`src/rtl/instr_prefetch_queue_pkg.sv`:
```
// Shared types and constants for the instruction fetch front end.
package instr_prefetch_queue_pkg;

    localparam int unsigned XLEN             = 32;
    localparam logic [31:0] RESET_PC_DEFAULT = 32'h0000_0000;

    typedef struct packed {
        logic [31:0] pc;
        logic [31:0] instr;
    } fetch_entry_t;

    typedef enum logic {
        FETCH   = 1'b0,
        DISCARD = 1'b1
    } fetch_state_e;

endpackage

```
`src/rtl/instr_prefetch_queue_sync_fifo.sv`:
```
// Synchronous FIFO with flush; depth need not be a power of two.
module instr_prefetch_queue_sync_fifo #(
    parameter int unsigned DEPTH = 4,
    parameter int unsigned WIDTH = 32,
    localparam int unsigned CW   = $clog2(DEPTH + 1)
) (
    input  logic             clk,
    input  logic             rst,
    input  logic             flush_i,
    input  logic             push_i,
    input  logic [WIDTH-1:0] push_data_i,
    input  logic             pop_i,
    output logic [WIDTH-1:0] pop_data_o,
    output logic [CW-1:0]    count_o
);

    localparam int unsigned AW = (DEPTH > 1) ? $clog2(DEPTH) : 1;

    logic [WIDTH-1:0] mem_q [DEPTH];
    logic [AW-1:0]    wr_ptr_q;
    logic [AW-1:0]    rd_ptr_q;
    logic [CW-1:0]    count_q;

    function automatic logic [AW-1:0] next_ptr(input logic [AW-1:0] p);
        return (p == AW'(DEPTH - 1)) ? '0 : p + AW'(1);
    endfunction

    always_ff @(posedge clk or negedge rst) begin
        if (!rst) begin
            for (int i = 0; i < int'(DEPTH); i++) mem_q[i] <= '0;
            wr_ptr_q <= '0;
            rd_ptr_q <= '0;
            count_q  <= '0;
        end else if (flush_i) begin
            wr_ptr_q <= '0;
            rd_ptr_q <= '0;
            count_q  <= '0;
        end else begin
            if (push_i) begin
                mem_q[wr_ptr_q] <= push_data_i;
                wr_ptr_q        <= next_ptr(wr_ptr_q);
            end
            if (pop_i) rd_ptr_q <= next_ptr(rd_ptr_q);
            count_q <= count_q + CW'(push_i) - CW'(pop_i);
        end
    end

    assign pop_data_o = mem_q[rd_ptr_q];
    assign count_o    = count_q;

endmodule

```
`src/rtl/instr_prefetch_queue.sv`:
```
// Fetch front end: credit-limited sequential fetch, in-order buffering with PCs,
// and branch redirect that flushes the queue and discards in-flight responses.
module instr_prefetch_queue
    import instr_prefetch_queue_pkg::*;
#(
    parameter int unsigned DEPTH           = 4,
    parameter int unsigned MAX_OUTSTANDING = 2,
    parameter logic [31:0] RESET_PC        = RESET_PC_DEFAULT,
    localparam int unsigned CW             = $clog2(DEPTH) + 1
) (
    input  logic          clk,
    input  logic          rst,
    input  logic          ex_if_take_branch,
    input  logic [31:0]   ex_if_branch_target,
    output logic          imem_req_valid,
    input  logic          imem_req_ready,
    output logic [31:0]   imem_req_addr,
    input  logic          imem_rsp_valid,
    input  logic [31:0]   imem_rsp_data,
    output logic          if_id_valid,
    input  logic          if_id_ready,
    output logic [31:0]   if_id_instr_data,
    output logic [31:0]   if_id_pc,
    output logic [CW-1:0] occupancy
);

    localparam int unsigned OW = $clog2(MAX_OUTSTANDING + 1);

    logic [31:0]  fetch_pc_q, fetch_pc_d;
    logic [OW-1:0] outstanding_q, outstanding_d;
    logic [OW-1:0] drop_cnt_q, drop_cnt_d;
    fetch_state_e state_q, state_d;

    fetch_entry_t  head_entry;
    fetch_entry_t  push_entry;
    logic [CW-1:0] fifo_cnt;
    logic [31:0]   pend_pc;
    logic [OW-1:0] pend_cnt;
    logic          credit_ok;
    logic          req_fire;
    logic          fifo_pop;
    logic          accept_rsp_c;

    // Buffered entries plus in-flight requests (dropped ones included) may not exceed DEPTH.
    assign credit_ok = ((32'(fifo_cnt) + 32'(outstanding_q)) < DEPTH) &&
                       (32'(outstanding_q) < MAX_OUTSTANDING);

    assign imem_req_valid   = rst && !ex_if_take_branch && credit_ok;
    assign imem_req_addr    = fetch_pc_q;
    assign req_fire         = imem_req_valid && imem_req_ready;

    assign if_id_valid      = (fifo_cnt != '0) && !ex_if_take_branch;
    assign if_id_instr_data = head_entry.instr;
    assign if_id_pc         = head_entry.pc;
    assign occupancy        = fifo_cnt;
    assign fifo_pop         = if_id_valid && if_id_ready;

    assign push_entry = '{pc: pend_pc, instr: imem_rsp_data};

    // Fetch PC, in-flight and drop counters.
    always_comb begin
        fetch_pc_d    = fetch_pc_q;
        outstanding_d = outstanding_q;
        drop_cnt_d    = drop_cnt_q;
        if (req_fire) fetch_pc_d = fetch_pc_q + 32'd4;
        if (ex_if_take_branch) fetch_pc_d = {ex_if_branch_target[31:2], 2'b00};
        case ({req_fire, imem_rsp_valid})
            2'b10:   outstanding_d = outstanding_q + OW'(1);
            2'b01:   outstanding_d = outstanding_q - OW'(1);
            default: outstanding_d = outstanding_q;
        endcase
        if (ex_if_take_branch) begin
            drop_cnt_d = outstanding_q - OW'(imem_rsp_valid);
        end else if (imem_rsp_valid && (drop_cnt_q != '0)) begin
            drop_cnt_d = drop_cnt_q - OW'(1);
        end
    end

    always_ff @(posedge clk or negedge rst) begin
        if (!rst) begin
            fetch_pc_q    <= RESET_PC;
            outstanding_q <= '0;
            drop_cnt_q    <= '0;
            state_q       <= FETCH;
        end else begin
            fetch_pc_q    <= fetch_pc_d;
            outstanding_q <= outstanding_d;
            drop_cnt_q    <= drop_cnt_d;
            state_q       <= state_d;
        end
    end

    always_comb begin
        state_d = state_q;
        case (state_q)
            FETCH:   if (drop_cnt_d != '0) state_d = DISCARD;
            DISCARD: if (drop_cnt_d == '0) state_d = FETCH;
            default: state_d = FETCH;
        endcase
    end

    // A response is kept only when nothing is left to drop and no redirect is in progress.
    always_comb begin
        accept_rsp_c = 1'b0;
        if (imem_rsp_valid && !ex_if_take_branch && (drop_cnt_q == '0)) accept_rsp_c = 1'b1;
    end

    instr_prefetch_queue_sync_fifo #(
        .DEPTH(DEPTH),
        .WIDTH($bits(fetch_entry_t))
    ) u_instr_fifo (
        .clk        (clk),
        .rst        (rst),
        .flush_i    (ex_if_take_branch),
        .push_i     (accept_rsp_c),
        .push_data_i(push_entry),
        .pop_i      (fifo_pop),
        .pop_data_o (head_entry),
        .count_o    (fifo_cnt)
    );

    // Holds PCs of live (non-dropped) requests only, so dropped responses never pop it.
    instr_prefetch_queue_sync_fifo #(
        .DEPTH(MAX_OUTSTANDING),
        .WIDTH(XLEN)
    ) u_pend_fifo (
        .clk        (clk),
        .rst        (rst),
        .flush_i    (ex_if_take_branch),
        .push_i     (req_fire),
        .push_data_i(fetch_pc_q),
        .pop_i      (accept_rsp_c && (pend_cnt != '0)),
        .pop_data_o (pend_pc),
        .count_o    (pend_cnt)
    );

endmodule

```
`config.mk`:
```
export PLATFORM = sky130hd
export DESIGN_NAME = instr_prefetch_queue
export DESIGN_NICKNAME = d
export VERILOG_FILES = /design/src/rtl/instr_prefetch_queue_pkg.sv /design/src/rtl/instr_prefetch_queue_sync_fifo.sv /design/src/rtl/instr_prefetch_queue.sv
export SDC_FILE = /design/constraint.sdc
export NUM_CORES = 1
export LEC_CHECK = 0
export ABC_CLOCK_PERIOD_IN_PS = 2880
export CAP_MARGIN = 20
export CORE_MARGIN = 5
export CORE_UTILIZATION = 57
export CTS_CLUSTER_SIZE = 20
export DETAILED_ROUTE_END_ITERATION = 10
export HOLD_SLACK_MARGIN = 0.08
export PLACE_DENSITY = 0.83
export SKIP_LAST_GASP = 1
export SYNTH_ARGS = -nofsm -noshare
export SYNTH_HDL_FRONTEND = slang
export SYNTH_SLANG_ARGS = --single-unit
```
`constraint.sdc`:
```
create_clock -name clk -period 2.88 [get_ports clk]
set_input_delay 0.288 -clock clk [delete_from_list [all_inputs] [get_ports clk]]
set_output_delay 0.288 -clock clk [all_outputs]
set_load 0.1 [all_outputs]
```
==> results.cfg <==
[outcome]
outcome = completed

[timing]
min_period_over_period = 0.890
slew_viol_final = 0
fmax_mhz = 390
slew_headroom = 0.376
fin_worst_skew_ns = 0.0240
rsz0062_at_grt = false
report.final.hold_viol_count = 0
finalSetupViolCount = 0
period_minus_slack_ns = 2.56
worst_slew_pin_slew_ns = 0.936
setup-tns-final_ns = 0

[die]
core_um2 = 27000
die_w_um = 176
std_cell_rows = 60
initial_utilization = 0.579
die_y_um = 176
die_area_um2 = 30800
ios = 171

[synth]
synth_edf_count = 0
ys_ff_latch = 353
synthDistinctLibCells = 52
postSynthAreaPerCell_um2 = 12.9
yosys.area.top_type_share = 0.566
ys.flop_type = dfrtp_1
syn_inst = 1215
synth_seq_area_share = 0.566
netlist_area_um2 = 15600
synth.largest_area_cell = dfrtp_1
yosys_warnings = 0
synthTopCellsByArea = dfrtp_1 57%, mux2_2 13%, mux4_2 8.9%, o21ai_0 4.5%, nand2_1 4.2%
synth-async-reset-ratio = 1.00

[final_layout]
fin_area_um2 = 19000
finalNonFillerCells = 1729
antenna_cells = 0
area_delta_synth_final_pct = 21.9
final_nets = 1448
fillers = 1790
drive_above_1_share = 0.316

[clock_tree]
clk-insertion-delay-late_ns = 0.52
clockRootBuffer = clkbuf_16
cts_tree = built
clockBufferDepth = 3
post_cts_buffers = 0
clock_sinks = 353
cts_buffers = 37
cts_resized = 0
h-tree-depth = 2
holdBufCountCts = 2
clk_pin_slew_ns = 0.06

[global_route]
grt_pass1_vias = 10951
grt_pass1_wl_mm = 57.0
grt_max_degree = 93
antenna_found_initial = 0
grt_overflow = 0
grt_usage = 0.226

[worst_setup_path]
cp-start-kind = flip-flop
cp.arrival_ns = 2.28
cp-end-kind = output port
worst_path_largest_cell_delay_ns = 0.65
crit_fanout = 20
critPathSlowestCell = dfrtp_4
required_ns = 2.59
cp_cell_sequence = buf_12 > mux4_2 > buf_4
critPathKind = flip-flop to output port

[placement]
dp_hpwl_mm = 22.1
place.gp.congestion = 0.870
dp.cells = 1663
io_buffers = 164
place_area_um2 = 17900

[detailed_routing]
drt_pass1_iterations = 5
maxUsedRoutingLayer = met4
wl_met1_mm = 14.8
drc_errors = 0
wl_per_cell_um = 19.9
drt-initial-drc-count = 787
wl_met3_mm = 2.31
antenna_left = 0
vias = 10416
viasPerCell = 6.02
wirelength_mm = 34.5
wl_met2_mm = 16.6

[pwr]
peakVddDrop_v = 0.000606
power.total_uw = 21100
power.density_nw_per_um2 = 1110
p_leak_uw = 0.00863

[hold_path]
hp-class = input port to async pin

[run]
cap_violations = 0
-- worst max-delay path: cells and delay by family, from the launching register on --
kind / cells / cell delay, ns
DFF: 1 / 0.65
muxes: 1 / 0.56
buffers and inverters: 2 / 0.52
-- synthesized netlist by cell type (3+ instances only) --
master and count:
a21oi_1 8, o21ai_0 140, nand4_1 11, nand2_1 173
and3_1 10, and2_1 3, xnor2_1 12, xor2_1 7
buf_2 26, nor3_1 5, ha_1 14, mux2i_1 34
dfrtp_1 353, mux4_2 62, or4_1 4, nor2_1 20
clkbuf_1 51, nor4_1 5, nand3_1 19, mux2_2 180
o211ai_1 11, inv_1 20, o311ai_0 5, buf_4 5
-- path summary, 6_finish.rpt --
check / startpoint / endpoint / slack, ns / depth (start not counted)
max: u_instr_fifo.rd_ptr_q[0] / if_id_instr_data[17] / 0.32 / 3
min: rst / u_instr_fifo.mem_q[64] / 0.19 / 2
max reg2reg: u_instr_fifo.count_o[1] / imem_req_addr[10] / 0.49 / 7
min reg2reg: u_instr_fifo.mem_q[51] / u_instr_fifo.mem_q[51] / 0.48 / 2
max in group asynchronous: rst / u_instr_fifo.mem_q[169] / 0.90 / 4
min in group clk: ex_if_branch_target[16] / imem_req_addr[16] / 0.32 / 3
-- power breakdown --
part	total (uW)	internal, uW	switching [uW]
Combinational	9370	3130	6240
Clock	4610	2730	1880
Sequential	7070	6280	798
-- per-stage QoR --
stage           util  hold WS [ns]  worst slack [ns]
3_5_place_dp   0.662         0.122             0.473
3_3_place_gp   0.662         0.118             0.494
5_1_grt        0.707         0.194             0.221
6_report       0.707         0.189             0.316
2_1_floorplan      -      -0.00759            0.0928
4_1_cts        0.707         0.166             0.251
-- cell type report --
class                      count  area (um2)  share of cell area
inverter                      21        78.8             0.00414
clock buffer                  52        1050              0.0553
clock inverter                12         118             0.00618
tap                          341         427              0.0224
sequential                   353        8850               0.465
timing repair buffer         191        2140               0.113
multi-input combinational    759        6370               0.335
-- flip-flops by register name, indices dropped and copies added, names as in the netlist, 2 cells and up --
register and flops:
drop_cnt_q 2, imem_req_addr 30, outstanding_q 2, u_instr_fifo.count_o 3, u_instr_fifo.mem_q 248, u_instr_fifo.rd_ptr_q 2
u_instr_fifo.wr_ptr_q 2, u_pend_fifo.count_o 2, u_pend_fifo.mem_q 60
-- per-layer routing --
metal	track usage	vias to the layer above
li1	-	4633
met1	0.316	5332
met2	0.368	383
met3	0.0437	68
met4	0.0617	0
met5	0	-
-- kinds of logic after synthesis --
family,count (synthesis),share of synthesized area
AOI/OAI and AO/OA,182,0.0645
and+or+nand+nor,263,0.0758
buffers and inverters,106,0.0297
adders and majority gates,15,0.0125
other,1,0.000240
DFF,353,0.566
xor gates and xnor gates,19,0.0107
muxes,276,0.241
-- layout by cell type, fill, tap and decap left out, types with 4 or more instances in the layout --
| cell | count |
|---|---|
| xnor2_1 | 12 |
| nand2_1 | 169 |
| mux4_2 | 62 |
| buf_4 | 79 |
| o311ai_0 | 5 |
| mux2i_1 | 34 |
| nand3_1 | 19 |
| clkbuf_1 | 8 |
| inv_1 | 20 |
| ha_1 | 14 |
| mux2_2 | 180 |
| clkbuf_16 | 37 |
| and3_1 | 10 |
| conb_1 | 4 |
| nor3_1 | 5 |
| nand2_4 | 4 |
| or4_1 | 4 |
| o211ai_1 | 11 |
| xor2_1 | 7 |
| dfrtp_1 | 348 |
| o21ai_0 | 140 |
| clkdlybuf4s50_1 | 65 |
| a21oi_1 | 8 |
| clkbuf_8 | 7 |
| nor4_1 | 5 |
| nor2_1 | 18 |
| nand4_1 | 11 |
| dfrtp_4 | 4 |
| clkinv_2 | 8 |
| buf_12 | 43 |
Power figures use the tool's default switching activity.
==> edit, RTL diff (same flow settings) <==
Reset style: synchronous (`rst`), changed in 2 clocked blocks.
--- a/src/rtl/instr_prefetch_queue_sync_fifo.sv
+++ b/src/rtl/instr_prefetch_queue_sync_fifo.sv
@@ -26,5 +26,5 @@
     endfunction
 
-    always_ff @(posedge clk or negedge rst) begin
+    always_ff @(posedge clk) begin
         if (!rst) begin
             for (int i = 0; i < int'(DEPTH); i++) mem_q[i] <= '0;
--- a/src/rtl/instr_prefetch_queue.sv
+++ b/src/rtl/instr_prefetch_queue.sv
@@ -77,5 +77,5 @@
     end
 
-    always_ff @(posedge clk or negedge rst) begin
+    always_ff @(posedge clk) begin
         if (!rst) begin
             fetch_pc_q    <= RESET_PC;
Behaviour: differs if rst is asserted again (counterexample within 4 cycles, from zero or initial values and one cycle with rst low); with rst held inactive, the same outputs for 4 cycles.
==> edit against the original RTL <==
- cell area decreased by 1.6%
- synthesized cell count decreased by 8.5%
- worst setup slack got worse by 0.049 ns
- synthesized area about the same
- via count decreased by 5.7%
- highest routed layer unchanged
- sequential cell count increased by 3
- utilization decreased by 1.2 points
- register-to-register slack got worse by 0.17 ns
- routed wire length increased by 0.70%
- non-clock buffer count increased by 17
- final cell count decreased by 4.8%
- global-route usage about the same
Power is not compared: it rests on default switching activity, and its combinational part moved more than twofold at a synthesized area within 25%.
==> edit: results (changes against the original RTL) <==
The register bank with the most flops was u_instr_fifo.mem_q. The total vias in the final route is 9827 (-5.7%), and the share of cells above drive strength 1 is 21.5% (-10 points). The number of distinct library cells after synthesis was 62 (+19%); the leakage power was 7.03 nW. The sequential share of the synthesized area is 65.4% (+8.9 points), and the worst voltage drop across the vdd grid is 0.347 mV. The insertion delay of the later-clocked pin in the worst-skew pair is 0.52 ns (about the same), and the placed wire-length estimate is 22.1 mm (about the same). The run gives 0.173 ns (-0.300 ns) as the pre-CTS setup slack. The tools report the number of buffers inserted during clock tree synthesis as 36 (-2.7%). The critical path data arrival time is 2.33 ns (+0.05 ns), and the first-pass GRT wire length is 55.0 mm (-3.6%).

For the count of routing violations after the opening detailed-route iteration, the log shows 863 (+9.7%). By area the synthesized netlist is led by sky130_fd_sc_hd__edfxtp_1 59%, sky130_fd_sc_hd__mux4_2 8.9%, sky130_fd_sc_hd__dfxtp_1 6.2%, sky130_fd_sc_hd__and2_1 4.9%, sky130_fd_sc_hd__nor2_1 3.8%. The routability-driven placement congestion ratio came out at 0.887 (+2.0%).

Along the worst hold path, the cell count comes to 3. The slowest stage of the critical path belongs to the cell sky130_fd_sc_hd__dfxtp_4. Clock-pin slew was measured on the worst setup and hold paths at 0.07 ns.

The largest fanout on the critical path is 25 (+25%), and the routed wire length on met3 is 2.84 mm (+23%). The flow ran to the end, and the final reports show no timing, DRC or antenna violations. The number of enable flip-flop cells after synthesis is 308 (+308).

The run gives 17.1 mm (+2.8%) as the met2 wire length. The highest metal layer used by the detailed router is met4. For the overall routing resource usage, the log shows 22.6% (+0.033 points). Transition time of the tightest slew-check pin: 0.824 ns (-0.112 ns). The flip-flop count of the largest register after layout was 248 (unchanged); the number of global-route vias before repair was 10100 (-7.8%). The largest net degree at the start of global routing was 40 (-57%); the number of buffers added on ports was 164 (unchanged). The buffer cell driving the clock tree root was sky130_fd_sc_hd__clkbuf_16. The number of levels in the clock H-tree was 2 (unchanged).

The final routed wirelength across all metal layers was 34.7 mm (+0.70%). The final worst clock skew was 0.0132 ns (-0.0109 ns); the net count reported at finish was 1362 (-5.9%). For this run, the leading register cell type out of synthesis is sky130_fd_sc_hd__edfxtp_1. The post-cts gate resize count is 0 (unchanged), and the proportion of synthesized flip-flops having asynchronous set or reset is 0% (-100 points). The diode insertion count for antenna repair was 0 (unchanged). Among cell families on the critical path, the largest total delay comes from flip-flops. The commonest cells after synthesis are 308 x sky130_fd_sc_hd__edfxtp_1, 157 x sky130_fd_sc_hd__nor2_1, 122 x sky130_fd_sc_hd__and2_1.

The wire length on met1 was 14.0 mm (-5.4%). The path class of the tightest hold or removal check is in -> reg. The peak per-stage delay on the critical path is 0.71 ns (+0.06 ns). The number of iterations in the first detailed-routing pass was 7 (+2).
==> edit: changes by cell type after synthesis, sizes merged, moves of 8 or more <==
cell    change
a21oi      +15
and2      +121
and3       +55
buf         -8
dfrtp     -353
dfxtp      +48
edfxtp    +308
mux2      -179
nand2     -143
nor2      +137
nor3        +9
o211ai      -8
o21ai     -119
==> edit: metrics by stage <==
step	instances	instance area, um2	hold slack, ns
after global placement	1583	17600	0.501
after CTS	1646	18700	0.309
after floorplan	1115	15700	0.427
final	1646	18700	0.328
after detailed placement	1583	17600	0.503
after global routing	1646	18700	0.367
==> edit: cell type report <==
cell class | instances | area (um2)
clock buffers | 43 | 958
clock inverters | 20 | 175
fillers | 1738 | 8220
inverters | 19 | 71.3
multi-input cells | 659 | 5010
flip-flops and latches | 356 | 10200
well taps | 341 | 427
repair buffers | 208 | 1870
==> edit: where the power goes <==
group	internal [mW]	switching, mW
Clock	2.64	1.90
Combinational	0.402	1.09
Sequential	5.83	0.127
Total	8.87	3.12
==> edit: cells by family (layout without fill, tap and decap cells) <==
group	after synthesis	after routing	synth area share, %
buf+inv	100	290	2.85
simple gates	446	446	15.2
xor+xnor	20	20	1.12
mux	96	96	11.1
fa+ha+maj	12	12	1.01
flops	356	356	65.4
other cells	1	4	0.0240
compound gates	81	81	3.21
==> edit: path summary, 6_finish.rpt <==
path	from	end	slack, ns
max	flip-flop	if_id_instr_data[2]	0.27
min	ex_if_branch_target[19]	imem_req_addr[19]	0.33
max reg2reg	u_instr_fifo.count_o[1]	outstanding_q[1]	0.32
min reg2reg	u_pend_fifo.rd_ptr_q	flip-flop	0.51
==> edit: metal layers <==
| metal | up-vias | global-route usage, % |
|---|---|---|
| met1 | 4838 | 31.3 |
| met3 | 52 | 3.94 |
| li1 | 4453 | - |
| met5 | - | 0 |
| met2 | 484 | 37.4 |
| met4 | 0 | 6.73 |
==> edit: worst register-to-register path, stage by stage, from the launching register on <==
cell and delay, ns:
sky130_fd_sc_hd__dfxtp_4 0.36, sky130_fd_sc_hd__ha_1 0.30, sky130_fd_sc_hd__a311oi_1 0.51, sky130_fd_sc_hd__nand2_1 0.17, sky130_fd_sc_hd__buf_4 0.29, sky130_fd_sc_hd__ha_1 0.36, sky130_fd_sc_hd__or3_1 0.35, sky130_fd_sc_hd__a21oi_1 0.14
